[src/rtl/audio_frame_bridge_pkg.sv]
// audio_bridge_pkg: shared widths, frame type and the RX attenuate-and-narrow helper.
package audio_bridge_pkg;
    localparam int DATA_W = 24;
    localparam int DSP_W  = 16;
    localparam int NUM_CH = 2;
    localparam int CH_W   = NUM_CH > 1 ? $clog2(NUM_CH) : 1;

    typedef logic [NUM_CH-1:0][DSP_W-1:0] frame_t;

    // Shift amounts past the sample width clamp to a full sign fill.
    function automatic logic [DSP_W-1:0] narrow(input logic [DATA_W-1:0] w, input int unsigned sh);
        int unsigned s;
        logic signed [DATA_W-1:0] x;
        s = sh >= DATA_W ? DATA_W - 1 : sh;
        x = $signed(w) >>> s;
        return x[DATA_W-1 -: DSP_W];
    endfunction
endpackage

[src/rtl/audio_frame_bridge_if.sv]
// audio_frame_bridge_if: codec strobes, DSP RX stream and DSP return stream.
interface audio_frame_bridge_if;
    import audio_bridge_pkg::*;
    logic [31:0] rx_dat_i;
    logic        rx_strobe_i;
    logic        tx_req_i;
    logic [31:0] tx_dat_o;
    logic        dsp_valid_o;
    logic        dsp_ready_i;
    frame_t      dsp_dat_o;
    logic        ret_valid_i;
    frame_t      ret_dat_i;
    logic        ret_ready_o;

    modport master (
        input  rx_dat_i, rx_strobe_i, tx_req_i, dsp_ready_i, ret_valid_i, ret_dat_i,
        output tx_dat_o, dsp_valid_o, dsp_dat_o, ret_ready_o
    );
    modport slave (
        output rx_dat_i, rx_strobe_i, tx_req_i, dsp_ready_i, ret_valid_i, ret_dat_i,
        input  tx_dat_o, dsp_valid_o, dsp_dat_o, ret_ready_o
    );
endinterface

[src/rtl/audio_frame_bridge_fifo.sv]
// audio_frame_fifo: frame FIFO with flush; a push into a full FIFO is taken when a pop coincides.
module audio_frame_fifo
    import audio_bridge_pkg::*;
#(
    parameter int DEPTH = 4
) (
    input  logic   clk,
    input  logic   reset,
    input  logic   flush_i,
    input  logic   push_i,
    input  logic   pop_i,
    input  frame_t dat_i,
    output frame_t dat_o,
    output logic   full_o,
    output logic   empty_o
);
    localparam int AW = $clog2(DEPTH);

    frame_t        mem_q [DEPTH];
    logic [AW-1:0] wr_q, wr_d, rd_q, rd_d;
    logic [AW:0]   cnt_q, cnt_d;
    logic          wr_en, rd_en;

    assign full_o  = cnt_q == (AW+1)'(DEPTH);
    assign empty_o = cnt_q == '0;
    assign dat_o   = mem_q[rd_q];

    always_comb begin
        rd_en = pop_i && !empty_o;
        wr_en = push_i && (!full_o || rd_en);
        wr_d  = flush_i ? '0 : wr_q + AW'(wr_en);
        rd_d  = flush_i ? '0 : rd_q + AW'(rd_en);
        cnt_d = flush_i ? '0 : cnt_q + (AW+1)'(wr_en) - (AW+1)'(rd_en);
    end

    always_ff @(posedge clk or posedge reset) begin
        if (reset) begin
            wr_q  <= '0;
            rd_q  <= '0;
            cnt_q <= '0;
        end else begin
            wr_q  <= wr_d;
            rd_q  <= rd_d;
            cnt_q <= cnt_d;
        end
    end

    always_ff @(posedge clk) begin
        if (wr_en && !flush_i) mem_q[wr_q] <= dat_i;
    end
endmodule

[src/rtl/audio_frame_bridge.sv]
// audio_frame_bridge: codec <-> DSP frame bridge with attenuation, RX FIFO and TX playback.
// Optional BRIDGE_LOOPBACK_EN adds loopback_i routing RX frames straight into the return buffer.
module audio_frame_bridge
    import audio_bridge_pkg::*;
#(
    parameter int FIFO_DEPTH = 4,
    parameter int SHIFT_W    = 5
) (
    input  logic               clk,
    input  logic               reset,
    input  logic               en_i,
    input  logic [SHIFT_W-1:0] shift_i,
    input  logic               clr_stats_i,
`ifdef BRIDGE_LOOPBACK_EN
    input  logic               loopback_i,
`endif
    audio_frame_bridge_if.master bus,
    output logic [7:0]         overrun_cnt_o,
    output logic [7:0]         underrun_cnt_o
);
    localparam logic [CH_W-1:0] LAST = CH_W'(NUM_CH - 1);

    frame_t          rx_frame_q, rx_frame_d, ret_buf_q, ret_buf_d, play_q, play_d, fifo_dat;
    logic [CH_W-1:0] rx_ch_q, rx_ch_d, tx_ch_q, tx_ch_d;
    logic            push_q, push_d, ret_full_q, ret_full_d;
    logic [7:0]      ovr_q, ovr_d, und_q, und_d;
    logic            lb, full, empty, pop, drop, load, ret_acc, rx_last, tx_last;
    logic [DSP_W-1:0] tx_smp;
    logic            unused_rx_hi;

`ifdef BRIDGE_LOOPBACK_EN
    assign lb = loopback_i;
`else
    assign lb = 1'b0;
`endif

    assign unused_rx_hi = ^bus.rx_dat_i[31:DATA_W];
    assign rx_last      = bus.rx_strobe_i && rx_ch_q == LAST;
    assign tx_last      = bus.tx_req_i && tx_ch_q == LAST;
    assign pop          = bus.dsp_valid_o && bus.dsp_ready_i;
    assign drop         = en_i && push_q && !lb && full && !pop;
    assign load         = en_i && tx_last && ret_full_q;
    assign ret_acc      = bus.ret_valid_i && bus.ret_ready_o;

    audio_frame_fifo #(.DEPTH(FIFO_DEPTH)) u_fifo (
        .clk     (clk),
        .reset   (reset),
        .flush_i (!en_i),
        .push_i  (push_q && !lb),
        .pop_i   (pop),
        .dat_i   (rx_frame_q),
        .dat_o   (fifo_dat),
        .full_o  (full),
        .empty_o (empty)
    );

    always_comb begin
        rx_frame_d = rx_frame_q;
        ret_buf_d  = ret_buf_q;
        play_d     = play_q;
        rx_ch_d    = rx_ch_q;
        tx_ch_d    = tx_ch_q;
        push_d     = 1'b0;
        ret_full_d = ret_full_q;
        if (!en_i) begin
            rx_ch_d    = '0;
            tx_ch_d    = '0;
            ret_full_d = 1'b0;
        end else begin
            if (bus.rx_strobe_i) begin
                rx_frame_d[rx_ch_q] = narrow(bus.rx_dat_i[DATA_W-1:0], int'(shift_i));
                rx_ch_d = rx_last ? '0 : rx_ch_q + CH_W'(1);
            end
            push_d = rx_last;
            if (bus.tx_req_i) tx_ch_d = tx_last ? '0 : tx_ch_q + CH_W'(1);
            if (load) play_d = ret_buf_q;
            // A loopback frame overwrites the buffer even while a playback load frees it.
            if (push_q && lb) begin
                ret_buf_d  = rx_frame_q;
                ret_full_d = 1'b1;
            end else if (ret_acc) begin
                ret_buf_d  = bus.ret_dat_i;
                ret_full_d = 1'b1;
            end else if (load) begin
                ret_full_d = 1'b0;
            end
        end
        ovr_d = clr_stats_i ? '0 : (drop && ovr_q != 8'hFF) ? ovr_q + 8'd1 : ovr_q;
        und_d = clr_stats_i ? '0 :
                (en_i && tx_last && !ret_full_q && und_q != 8'hFF) ? und_q + 8'd1 : und_q;
    end

    always_ff @(posedge clk or posedge reset) begin
        if (reset) begin
            rx_frame_q <= '0;
            ret_buf_q  <= '0;
            play_q     <= '0;
            rx_ch_q    <= '0;
            tx_ch_q    <= '0;
            push_q     <= 1'b0;
            ret_full_q <= 1'b0;
            ovr_q      <= '0;
            und_q      <= '0;
        end else begin
            rx_frame_q <= rx_frame_d;
            ret_buf_q  <= ret_buf_d;
            play_q     <= play_d;
            rx_ch_q    <= rx_ch_d;
            tx_ch_q    <= tx_ch_d;
            push_q     <= push_d;
            ret_full_q <= ret_full_d;
            ovr_q      <= ovr_d;
            und_q      <= und_d;
        end
    end

    assign tx_smp          = play_q[tx_ch_q];
    assign bus.tx_dat_o    = en_i ? 32'($signed(tx_smp)) << (DATA_W - DSP_W) : '0;
    assign bus.dsp_valid_o = en_i && !empty && !lb;
    assign bus.dsp_dat_o   = bus.dsp_valid_o ? fifo_dat : '0;
    assign bus.ret_ready_o = en_i && !reset && !ret_full_q && !lb;
    assign overrun_cnt_o   = en_i ? ovr_q : '0;
    assign underrun_cnt_o  = en_i ? und_q : '0;
endmodule

[src/flat_wrapper.sv]
// flat-port wrapper written by rule: the top's interface ports become plain ports
module audio_frame_bridge_flat import audio_bridge_pkg::*;
#(
    parameter int FIFO_DEPTH = 4,
    parameter int SHIFT_W    = 5
)
  (clk, reset, en_i, shift_i, clr_stats_i, overrun_cnt_o, underrun_cnt_o, bus_rx_dat_i, bus_rx_strobe_i, bus_tx_req_i, bus_dsp_ready_i, bus_ret_valid_i, bus_ret_dat_i, bus_tx_dat_o, bus_dsp_valid_o, bus_dsp_dat_o, bus_ret_ready_o);
  audio_frame_bridge_if bus_i ();
  input  logic clk;
  input  logic reset;
  input  logic en_i;
  input  logic [SHIFT_W-1:0] shift_i;
  input  logic clr_stats_i;
  output logic [7:0] overrun_cnt_o;
  output logic [7:0] underrun_cnt_o;
  input wire logic [$bits(bus_i.rx_dat_i)-1:0] bus_rx_dat_i;
  input wire logic [$bits(bus_i.rx_strobe_i)-1:0] bus_rx_strobe_i;
  input wire logic [$bits(bus_i.tx_req_i)-1:0] bus_tx_req_i;
  input wire logic [$bits(bus_i.dsp_ready_i)-1:0] bus_dsp_ready_i;
  input wire logic [$bits(bus_i.ret_valid_i)-1:0] bus_ret_valid_i;
  input wire logic [$bits(bus_i.ret_dat_i)-1:0] bus_ret_dat_i;
  output wire logic [$bits(bus_i.tx_dat_o)-1:0] bus_tx_dat_o;
  output wire logic [$bits(bus_i.dsp_valid_o)-1:0] bus_dsp_valid_o;
  output wire logic [$bits(bus_i.dsp_dat_o)-1:0] bus_dsp_dat_o;
  output wire logic [$bits(bus_i.ret_ready_o)-1:0] bus_ret_ready_o;
  assign bus_i.rx_dat_i = bus_rx_dat_i;
  assign bus_i.rx_strobe_i = bus_rx_strobe_i;
  assign bus_i.tx_req_i = bus_tx_req_i;
  assign bus_i.dsp_ready_i = bus_dsp_ready_i;
  assign bus_i.ret_valid_i = bus_ret_valid_i;
  assign bus_i.ret_dat_i = bus_ret_dat_i;
  assign bus_tx_dat_o = bus_i.tx_dat_o;
  assign bus_dsp_valid_o = bus_i.dsp_valid_o;
  assign bus_dsp_dat_o = bus_i.dsp_dat_o;
  assign bus_ret_ready_o = bus_i.ret_ready_o;
  audio_frame_bridge #(.FIFO_DEPTH(FIFO_DEPTH), .SHIFT_W(SHIFT_W)) u_core (.clk(clk), .reset(reset), .en_i(en_i), .shift_i(shift_i), .clr_stats_i(clr_stats_i), .bus(bus_i), .overrun_cnt_o(overrun_cnt_o), .underrun_cnt_o(underrun_cnt_o));
endmodule
[config.mk]
export PLATFORM = sky130hd
export DESIGN_NAME = audio_frame_bridge_flat
export DESIGN_NICKNAME = d
export VERILOG_FILES = /design/src/rtl/audio_frame_bridge_pkg.sv /design/src/rtl/audio_frame_bridge_if.sv /design/src/rtl/audio_frame_bridge_fifo.sv /design/src/rtl/audio_frame_bridge.sv /design/src/flat_wrapper.sv
export SDC_FILE = /design/constraint.sdc
export NUM_CORES = 1
export LEC_CHECK = 0
export BUFFER_PORTS_ARGS = -buffer_cell sky130_fd_sc_hd__buf_2
export CAP_MARGIN = 25
export CORE_ASPECT_RATIO = 0.5
export CORE_MARGIN = 2
export CORE_UTILIZATION = 52
export DETAILED_ROUTE_END_ITERATION = 7
export PLACE_DENSITY_LB_ADDON = 0.1
export SLEW_MARGIN = 20
export SYNTH_ARGS = -nofsm -noshare
export SYNTH_HDL_FRONTEND = slang
export SYNTH_SLANG_ARGS = --single-unit
[constraint.sdc]
create_clock -name clk -period 3.8 [get_ports clk]
set_input_delay 0.76 -clock clk [delete_from_list [all_inputs] [get_ports clk]]
set_output_delay 0.76 -clock clk [all_outputs]
set_load 0.01 [all_outputs]
==> results.cfg, run 1 <==
[clock_tree]
ctsRootBufferMaster = sky130_fd_sc_hd__clkbuf_16
worst_setup_hold_path_clk_slew_ns = 0.06
cts-buffers-inserted = 23
cts_hold_buf = 0
worst_skew_pair.late_latency_ns = 0.51
cts_sinks = 251
clock_tree.buffer_depth = 3
htreeDepth = 1
post-cts-setup-buffers = 0
tritoncts = yes
post_cts_resize_count = 0

[global_route]
gr_busiest_metal = met2
grt.met3_usage_pct = 5.386
grt_first_pass_wirelength_um = 36800
grt.overflow.total = 0
number_of_global_route_vias_before_repair = 6742
grt_use_met1_pct = 29.19
grt_max_degree = 40
antenna_found_initial = 4
grt_util_met2_pct = 32.47
grt.total_usage_pct = 20.61

[synth]
netlist_top_cells_area = sky130_fd_sc_hd__edfxtp_1, sky130_fd_sc_hd__dfrtp_1, sky130_fd_sc_hd__mux2_2
ys.flop_type = sky130_fd_sc_hd__edfxtp_1
synthesis.yosys.warnings = 0
syn_area_per_cell_um2 = 14.06
proportion_of_register_bits_with_asynchronous_set_or_reset_after_synthesis_pct = 49.00
synth_largest_type_area_fraction_pct = 33.59
synth_enable_flop_cells = 128
synth.yosys.seq_area_share_pct = 60.49
postSynthRegisterBits = 251
post_synth_num_cell_types = 74
gate_count_of_the_mapped_netlist = 814
post-synth-top-area-cell = sky130_fd_sc_hd__edfxtp_1
mappedNetlistArea_um2 = 11440

[die]
coreArea_um2 = 21630
die_height_um = 108.9
die-width_um = 213.8
design.die.area_um2 = 23280
ios = 159
core.rowCount = 38
initial_util_pct = 52.89

[drt]
route.detailed.vias_per_inst = 5.502
drt-initial-drc-count = 339
wl_um = 23140
postRouteAntennaNets = 0
dr_total_vias = 6855
route.detailed.drc = 0
drt-pass1-iter-count = 5
wl_per_cell_um = 18.57

[timing]
fmaxAchievable_ghz = 0.3593
timing.clock.skew_ns = 0.01650
worst_slew_margin_rel_pct = 51.23
finalSetupViolCount = 0
final_max_slew_viol_count = 0
hold_worst_slack_ns = 0.3739
report.final.hold_viol_count = 0
setup_repair_after_global_routing_missed_its_margin = no
worstMarginPinSlew_ns = 0.7300
final.period_utilization_pct = 73.25
post-route-worst-setup-slack_ns = 1.017
finalWorstPathRequiredPeriod_ns = 2.783
timing.setup.tns_ns = 0

[finish]
synthToLayoutAreaGrowth_pct = 13.56
multi_input_combinational_cell_area_um2 = 4115
layout.nets = 1014
fillers = 1752
layout_commonest_cell = sky130_fd_sc_hd__buf_2
drive_above_1_share_pct = 33.44
layout.cells.most_common_list = sky130_fd_sc_hd__buf_2, sky130_fd_sc_hd__edfxtp_1, sky130_fd_sc_hd__dfrtp_1
finalNonFillerCells = 1246
regArea_um2 = 6923

[power]
pwr-share-clk_pct = 33.7
p_leak_nw = 5.247
ir_worst_vdd_mv = 0.3438
switching_share_pct = 25.16
pwr-share-comb_pct = 14.8
seq_power_share_pct = 51.5
power_report.internal_total_w = 0.005050
total_power_w = 0.006748
power_per_cell_area_nw_per_um2 = 519.3
power_switching_w = 0.001698

[setup_path]
timing.critical_path.arrival_ns = 2.02
worst_setup_path_end_kind = output pin
timing.setup.critical_path_class = flop to output pin
maximum_fanout_encountered_on_the_critical_timing_path = 33
slowest_delay_ns = 0.57
critical-path-slowest-cell = sky130_fd_sc_hd__mux4_2
timing.critical_path.from_type = flop
cp_cell_sequence = buf_12, mux4_2, nor2b_1, buf_2
cp.required_ns = 3.04
timing.critical_path.max_delay_family = multiplexers
path_buf_inv = 2

[place]
place_congestion = 0.8678
portBuffers = 134
dp_cells = 1205
place.detailed.hpwl_um = 15090
setup_slack_after_placement_ns = 0.7647

[worst_hold_path]
hold_path_class = input port to async pin

[status]
outcome = finished clean

[flow_run]
maxCapViolCount = 0
routing by layer:
| metal | wire length (µm) | part of all wire (%) | vias to the layer above |
|---|---|---|---|
| li1 | - | - | 3197 |
| met1 | 10880 | 47 | 3484 |
| met2 | 10780 | 47 | 136 |
| met3 | 1140 | 4.9 | 32 |
| met4 | 295 | 1.3 | 6 |
| met5 | 37 | 0.16 | - |
cells in the mapped netlist, drive strengths merged, types with 7 or more instances:
master  instances
clkbuf         16
and2           27
nor2           45
dfrtp         123
edfxtp        128
a31oi          11
xnor2           7
mux2i          26
buf            49
xor2           12
nand2          46
mux2           72
nand3          11
a21oi          20
nor3            7
mux4           32
nor2b          52
o21ai          30
inv            14
metrics by stage:
step           instance area (µm²)  utilization (%)
2_1_floorplan                11480                -
3_3_place_gp                 12270            56.70
3_5_place_dp                 12270            56.70
4_1_cts                      12990            60.05
5_1_grt                      12990            60.05
6_report                     12990            60.06
flip-flops by register name (all words and copies together) (netlist names):
signal	cells
u_core.tx_ch_q	1
u_core.u_fifo.cnt_q	3
u_core.rx_frame_q	32
u_core.ovr_q	8
u_core.u_fifo.rd_q	2
u_core.ret_full_q	1
u_core.rx_ch_q	1
u_core.ret_buf_q	32
u_core.u_fifo.wr_q	2
u_core.und_q	8
u_core.u_fifo.mem_q	128
u_core.push_q	1
u_core.play_q	32
power by group through the flow:
stage / Combinational (W) / Sequential (W) / Clock (W)
floorplan: 0.000769 / 0.00342 / 0
global route: 0.00112 / 0.00351 / 0.00244
CTS: 0.00102 / 0.00347 / 0.00234
global placement: 0.000999 / 0.00350 / 0
finish: 0.00100 / 0.00347 / 0.00228
detailed placement: 0.00102 / 0.00353 / 0
final timing paths:
path | from | endpoint | slack, ns | cells after the start
setup / recovery | u_core.u_fifo.rd_q[0]$_DFF_PP0_ | bus_dsp_dat_o[9] | 1.02 | 4
min in group clk | bus_ret_dat_i[3] | u_core.ret_buf_q[3]$_DFFE_PP0P_ | 0.48 | 2
max in group asynchronous | reset | u_core.play_q[23]$_DFFE_PP0P_ | 2.47 | 3
setup reg to reg | u_core.u_fifo.cnt_q[1]$_DFF_PP0_ | u_core.u_fifo.cnt_q[2]$_DFF_PP0_ | 1.52 | 10
hold reg to reg | u_core.ret_buf_q[10]$_DFFE_PP0P_ | u_core.ret_buf_q[10]$_DFFE_PP0P_ | 0.50 | 1
hold / removal | reset | u_core.play_q[10]$_DFFE_PP0P_ | 0.37 | 2
cell families after synthesis:
logic type / share of synthesized area, %
AOI/OAI and AO/OA: 7.185
xor gates and xnor gates: 1.454
adders and majority gates: 0.8310
buffers and inverters: 4.035
DFF: 60.49
muxes: 15.80
other: 0.03277
and+or+nand+nor: 10.17
layout make-up:
| type | instances | share of cell area, % |
|---|---|---|
| Clock buffer | 35 | 5.007 |
| Multi-Input combinational cell | 491 | 31.67 |
| Sequential cell | 251 | 53.28 |
| Antenna cell | 1 | 0.01926 |
| Timing Repair Buffer | 149 | 6.124 |
| Tap cell | 300 | 2.889 |
| Inverter | 14 | 0.4333 |
| Clock inverter | 5 | 0.5778 |
Note: power is estimated with default switching activity, not from simulation.
==> run 2: changes to the inputs <==
--- a/config.mk
+++ b/config.mk
@@ -5,11 +5,12 @@
 export SDC_FILE = /design/constraint.sdc
 export NUM_CORES = 1
 export LEC_CHECK = 0
+export ABC_AREA = 1
 export BUFFER_PORTS_ARGS = -buffer_cell sky130_fd_sc_hd__buf_2
 export CAP_MARGIN = 25
 export CORE_ASPECT_RATIO = 0.5
 export CORE_MARGIN = 2
-export CORE_UTILIZATION = 52
+export CORE_UTILIZATION = 57
 export DETAILED_ROUTE_END_ITERATION = 7
 export PLACE_DENSITY_LB_ADDON = 0.1
 export SLEW_MARGIN = 20
==> constraint.sdc (replaced) <==
create_clock -name clk -period 2.9 [get_ports clk]
set_input_delay 0.58 -clock clk [delete_from_list [all_inputs] [get_ports clk]]
set_output_delay 0.58 -clock clk [all_outputs]
set_load 0.01 [all_outputs]
==> run 2 against run 1 <==
Compared with the run above: sequential power is 29% higher; area after synthesis is 1.6% lower; clock power is 30% higher; clock-buffer cell count is 2 lower.
==> results.cfg, run 2 <==
[die]
ios = 159
coreArea_um2 = 19410
core.rowCount = 36
die-width_um = 202.8
initial_util_pct = 58.00
die_height_um = 103.4
design.die.area_um2 = 20960

[setup_path]
cp.required_ns = 2.32
reg2reg_setup_slack_ns = 0.75
timing.critical_path.from_type = flop
ff2ff_path_depth = 12
maximum_fanout_encountered_on_the_critical_timing_path = 28
timing.critical_path.arrival_ns = 2.07
timing.setup.critical_path_class = flop to output pin
reg2reg_from = u_core.u_fifo.cnt_q[1]$_DFF_PP0_
setup.worst_path.start = u_core.u_fifo.rd_q[1]$_DFF_PP0_
worst_setup_path_end_kind = output pin
timing.rr.end = u_core.u_fifo.cnt_q[2]$_DFF_PP0_

[global_route]
number_of_global_route_vias_before_repair = 7656
grt_max_degree = 71
grt.total_usage_pct = 23.72
grt_first_pass_wirelength_um = 39230
antenna_found_initial = 4
grt.overflow.total = 0

[synth]
synth_largest_type_area_fraction_pct = 34.14
synthesis.yosys.warnings = 0
netlist_top_cells_area = sky130_fd_sc_hd__edfxtp_1, sky130_fd_sc_hd__dfrtp_1, sky130_fd_sc_hd__nand2_1
ys.flop_type = sky130_fd_sc_hd__edfxtp_1
post-synth-top-count-cell = sky130_fd_sc_hd__nand2_1
synth_enable_flop_cells = 128
ys_top_cells_by_count = sky130_fd_sc_hd__nand2_1, sky130_fd_sc_hd__nor2_1, sky130_fd_sc_hd__edfxtp_1
synth.yosys.seq_area_share_pct = 61.47
mappedNetlistArea_um2 = 11260
gate_count_of_the_mapped_netlist = 1107
post_synth_num_cell_types = 40
syn_area_per_cell_um2 = 10.17
postSynthRegisterBits = 251
post-synth-top-area-cell = sky130_fd_sc_hd__edfxtp_1
proportion_of_register_bits_with_asynchronous_set_or_reset_after_synthesis_pct = 49.00

[clock_tree]
cts-buffers-inserted = 23
worst_setup_hold_path_clk_slew_ns = 0.06
post_cts_resize_count = 0
worst_skew_pair.late_latency_ns = 0.50
post-cts-setup-buffers = 0
clock_tree.buffer_depth = 3
htreeDepth = 1
ctsRootBufferMaster = sky130_fd_sc_hd__clkbuf_16
cts_hold_buf = 0
tritoncts = yes
cts_sinks = 251

[finish]
synthToLayoutAreaGrowth_pct = 14.78
utilization_pct = 66.57
layout.cells.most_common_list = sky130_fd_sc_hd__nand2_1, sky130_fd_sc_hd__nor2_1, sky130_fd_sc_hd__buf_2
drive_above_1_share_pct = 20.23
max_flop_register = u_core.u_fifo.mem_q
largest_register_ffs = 128
layout_commonest_cell = sky130_fd_sc_hd__nand2_1
layout.nets = 1309

[timing]
setup_repair_after_global_routing_missed_its_margin = no
finalSetupViolCount = 0
final.period_utilization_pct = 91.48
report.final.hold_viol_count = 0
finalWorstPathRequiredPeriod_ns = 2.653
final_max_slew_viol_count = 0
timing.clock.skew_ns = 0.008062
worst_slew_margin_rel_pct = 46.84
worstMarginPinSlew_ns = 0.7945
timing.setup.tns_ns = 0
fmaxAchievable_ghz = 0.3769

[drt]
drt-initial-drc-count = 609
wl_per_cell_um = 16.12
route.detailed.vias_per_inst = 5.370
route.detailed.drc = 0
wl_um = 24320
dr_total_vias = 8098
drt-pass1-iter-count = 5
postRouteAntennaNets = 0

[power]
p_leak_nw = 5.867
ir_worst_vdd_mv = 0.4469
power_per_cell_area_nw_per_um2 = 677.5
total_power_w = 0.008756

[place]
place.detailed.hpwl_um = 15500
place_congestion = 0.8893
portBuffers = 134

[worst_hold_path]
hold_path_class = input port to async pin

[status]
outcome = finished clean

[flow_run]
maxCapViolCount = 0
==> run 2: cell type report <==
class                      instances  area (µm²)
antenna                            1       2.502
clock buffer                      33       673.1
clock inverter                     8       65.06
fill                            1570        6490
inverter                          82       314.1
multi-input combinational        713        3705
sequential                       251        6923
tap                              266       332.8
timing repair buffer             154       908.4
==> run 2: cells by family after synthesis <==
kind of cell | share of synthesized area, %
XOR/XNOR | 0.9334
adder cells (fa/ha/maj) | 0.8445
multiplexers | 5.001
buffers and inverters | 6.034
AND/OR/NAND/NOR | 17.88
AO/OA/AOI/OAI | 7.801
flip-flops | 61.47
other | 0.03331
==> run 2: through the flow <==
step	hold WS, ns	instances	cell area, µm²	setup WS, ns
after floorplan	0.4476	1114	11290	-0.9290
after global placement	0.4610	1466	12180	0.5566
after detailed placement	0.4693	1466	12180	0.5287
after CTS	0.1161	1507	12920	0.2264
after global routing	0.1478	1507	12920	0.09582
final	0.1197	1508	12920	0.2471
==> run 2: worst max-delay path by stage <==
stage | to | cells after the start | slack, ns
after floorplan | u_core.u_fifo.mem_q[0][0]$_DFFE_PP_ | 6 | -0.93
after global placement | u_core.u_fifo.cnt_q[2]$_DFF_PP0_ | 13 | 0.56
after detailed placement | u_core.u_fifo.cnt_q[2]$_DFF_PP0_ | 13 | 0.53
after CTS | bus_dsp_dat_o[12] | 6 | 0.23
after global routing | bus_dsp_dat_o[12] | 6 | 0.1
final | bus_dsp_dat_o[11] | 6 | 0.25
==> run 2: where the power goes <==
group / switching [W] / total, W / leakage (nW) / internal (W)
clock: 0.00127 / 0.00296 / 0.364 / 0.00170
combinational: 0.000803 / 0.00131 / 2.80 / 0.000505
sequential: 0.000268 / 0.00448 / 2.70 / 0.00422
==> run 2: worst max-delay path, stage by stage, from the launching register on <==
cell and delay, ns:
sky130_fd_sc_hd__dfrtp_1 0.47, sky130_fd_sc_hd__inv_1 0.16, sky130_fd_sc_hd__buf_4 0.30, sky130_fd_sc_hd__nor2_1 0.15, sky130_fd_sc_hd__o21ai_0 0.09, sky130_fd_sc_hd__a21oi_1 0.23
sky130_fd_sc_hd__buf_2 0.18
==> run 2: per-layer routing <==
metal / vias up / routed length, µm / track usage (%)
met2: 230 / 11150 / 39.15
met4: 4 / 331 / 4.716
met3: 32 / 1710 / 5.232
met5: - / 24 / 0
li1: 3933 / - / -
met1: 3899 / 11100 / 33.19
==> run 3: changes to the inputs <==
--- a/config.mk
+++ b/config.mk
@@ -6,7 +6,7 @@
 export NUM_CORES = 1
 export LEC_CHECK = 0
 export ABC_AREA = 1
-export BUFFER_PORTS_ARGS = -buffer_cell sky130_fd_sc_hd__buf_2
+export BUFFER_PORTS_ARGS = -buffer_cell sky130_fd_sc_hd__buf_4
 export CAP_MARGIN = 25
 export CORE_ASPECT_RATIO = 0.5
 export CORE_MARGIN = 2
==> run 3 against run 2 <==
Compared with the run above: worst setup slack better by 0.066 ns; design area is 2.9% higher; register-to-register slack worse by 0.06 ns; routed wire length is 2.5% higher; highest routed layer is now met4.
==> results.cfg, run 3 (same netlist as run 2, synthesis figures left out) <==
[timing]
final.period_utilization_pct = 89.20
worst_slew_margin_rel_pct = 42.79
final_max_slew_viol_count = 0
finalSetupViolCount = 0
report.final.hold_viol_count = 0
finalWorstPathRequiredPeriod_ns = 2.587
worstMarginPinSlew_ns = 0.8550
setup_repair_after_global_routing_missed_its_margin = no
hold_worst_slack_ns = 0.2038
post-route-worst-setup-slack_ns = 0.3131
timing.clock.skew_ns = 0.01041
timing.setup.tns_ns = 0
fmaxAchievable_ghz = 0.3866

[power]
p_leak_nw = 5.932
ir_worst_vdd_mv = 0.5357
power_per_cell_area_nw_per_um2 = 669.5

[setup_path]
reg2reg_from = u_core.u_fifo.cnt_q[1]$_DFF_PP0_
worst_setup_path_end_kind = output pin
reg2reg_setup_slack_ns = 0.69
timing.setup.critical_path_class = flop to output pin
timing.rr.end = u_core.u_fifo.cnt_q[2]$_DFF_PP0_
timing.critical_path.from_type = flop
maximum_fanout_encountered_on_the_critical_timing_path = 12
ff2ff_path_depth = 12
timing.critical_path.arrival_ns = 2.01
cp.required_ns = 2.32

[die]
coreArea_um2 = 19410
ios = 159
die-width_um = 202.8
initial_util_pct = 58.00
design.die.area_um2 = 20960
die_height_um = 103.4
core.rowCount = 36

[clock_tree]
post-cts-setup-buffers = 0
worst_skew_pair.late_latency_ns = 0.50
cts_hold_buf = 0
ctsRootBufferMaster = sky130_fd_sc_hd__clkbuf_16
post_cts_resize_count = 0
clock_tree.buffer_depth = 3
htreeDepth = 1
worst_setup_hold_path_clk_slew_ns = 0.07
cts-buffers-inserted = 23
tritoncts = yes
cts_sinks = 251

[global_route]
number_of_global_route_vias_before_repair = 7868
grt_first_pass_wirelength_um = 39930
antenna_found_initial = 0
grt.total_usage_pct = 24.21
grt_max_degree = 66
grt.overflow.total = 0

[drt]
drt-initial-drc-count = 616
route.detailed.vias_per_inst = 5.385
wl_per_cell_um = 16.54
dr_total_vias = 8115
wl_um = 24920
route.detailed.drc = 0
postRouteAntennaNets = 0
drt-pass1-iter-count = 5

[finish]
layout_commonest_cell = sky130_fd_sc_hd__nand2_1
antennaDiodeCount = 0
finalNonFillerCells = 1507
synthToLayoutAreaGrowth_pct = 18.11
largest_register_ffs = 128
max_flop_register = u_core.u_fifo.mem_q
drive_above_1_share_pct = 20.31
layout.nets = 1309
layout.cells.most_common_list = sky130_fd_sc_hd__nand2_1, sky130_fd_sc_hd__nor2_1, sky130_fd_sc_hd__buf_4

[place]
portBuffers = 134
setup_slack_after_placement_ns = 0.4998
place.detailed.hpwl_um = 15910
place_congestion = 0.8575
dp_cells = 1466

[worst_hold_path]
hold_path_class = input port to async pin

[flow_run]
maxCapViolCount = 0

[status]
outcome = finished clean
run 3: cell types whose count changed in the layout (fill, tap and decap cells not counted), sizes merged:
cell	previous run	this run
bufinv	1	2
diode	1	0
inv	80	81
clkinvlp	2	4
clkbuf	33	29
run 3: worst max-delay path, cell delays in order (launching register included):
cell	delay, ns
sky130_fd_sc_hd__dfrtp_1	0.37
sky130_fd_sc_hd__inv_1	0.39
sky130_fd_sc_hd__buf_4	0.32
sky130_fd_sc_hd__nor2_1	0.08
sky130_fd_sc_hd__o21ai_0	0.08
sky130_fd_sc_hd__a21oi_1	0.10
sky130_fd_sc_hd__buf_4	0.17
run 3: layer usage:
metal  vias up  part of all wire (%)  GRT usage (%)
met1      3952                    45          33.50
met2       210                    47          40.94
li1       3923                     -              -
met4         0                   1.4          4.492
met3        30                   6.6          4.919
met5         -                     0              0
run 3: power breakdown:
| part | switching, W | leakage, nW | total (W) | internal, W |
|---|---|---|---|---|
| logic | 0.000820 | 2.87 | 0.00143 | 0.000606 |
| registers | 0.000261 | 2.70 | 0.00448 | 0.00422 |
| clock network | 0.00128 | 0.363 | 0.00300 | 0.00172 |
run 3: cell type report:
cell class	count	area, µm²
clock buffers	29	628.1
clock inverters	12	127.6
fillers	1490	6115
inverters	82	314.1
multi-input cells	713	3705
flip-flops and latches	251	6923
well taps	266	332.8
repair buffers	154	1269
run 3: how the worst max path moves through the flow:
stage / endpoint / depth (start not counted) / slack, ns / startpoint
CTS: bus_dsp_dat_o[26] / 6 / 0.25 / u_core.u_fifo.rd_q[1]$_DFF_PP0_
floorplan: u_core.u_fifo.mem_q[0][0]$_DFFE_PP_ / 6 / -0.93 / en_i
global route: bus_dsp_dat_o[13] / 6 / 0.17 / u_core.u_fifo.cnt_q[1]$_DFF_PP0_
global placement: bus_tx_dat_o[23] / 5 / 0.53 / en_i
finish: bus_dsp_dat_o[26] / 6 / 0.31 / u_core.u_fifo.rd_q[1]$_DFF_PP0_
detailed placement: bus_tx_dat_o[23] / 5 / 0.50 / en_i
run 3: metrics by stage:
step | util [%] | instance area (µm²) | power (W)
6_report | 68.50 | 13300 | 0.008904
4_1_cts | 68.50 | 13300 | 0.008971
2_1_floorplan | - | 11290 | 0.005388
3_5_place_dp | 64.61 | 12540 | 0.005974
5_1_grt | 68.50 | 13300 | 0.009317
3_3_place_gp | 64.61 | 12540 | 0.005909
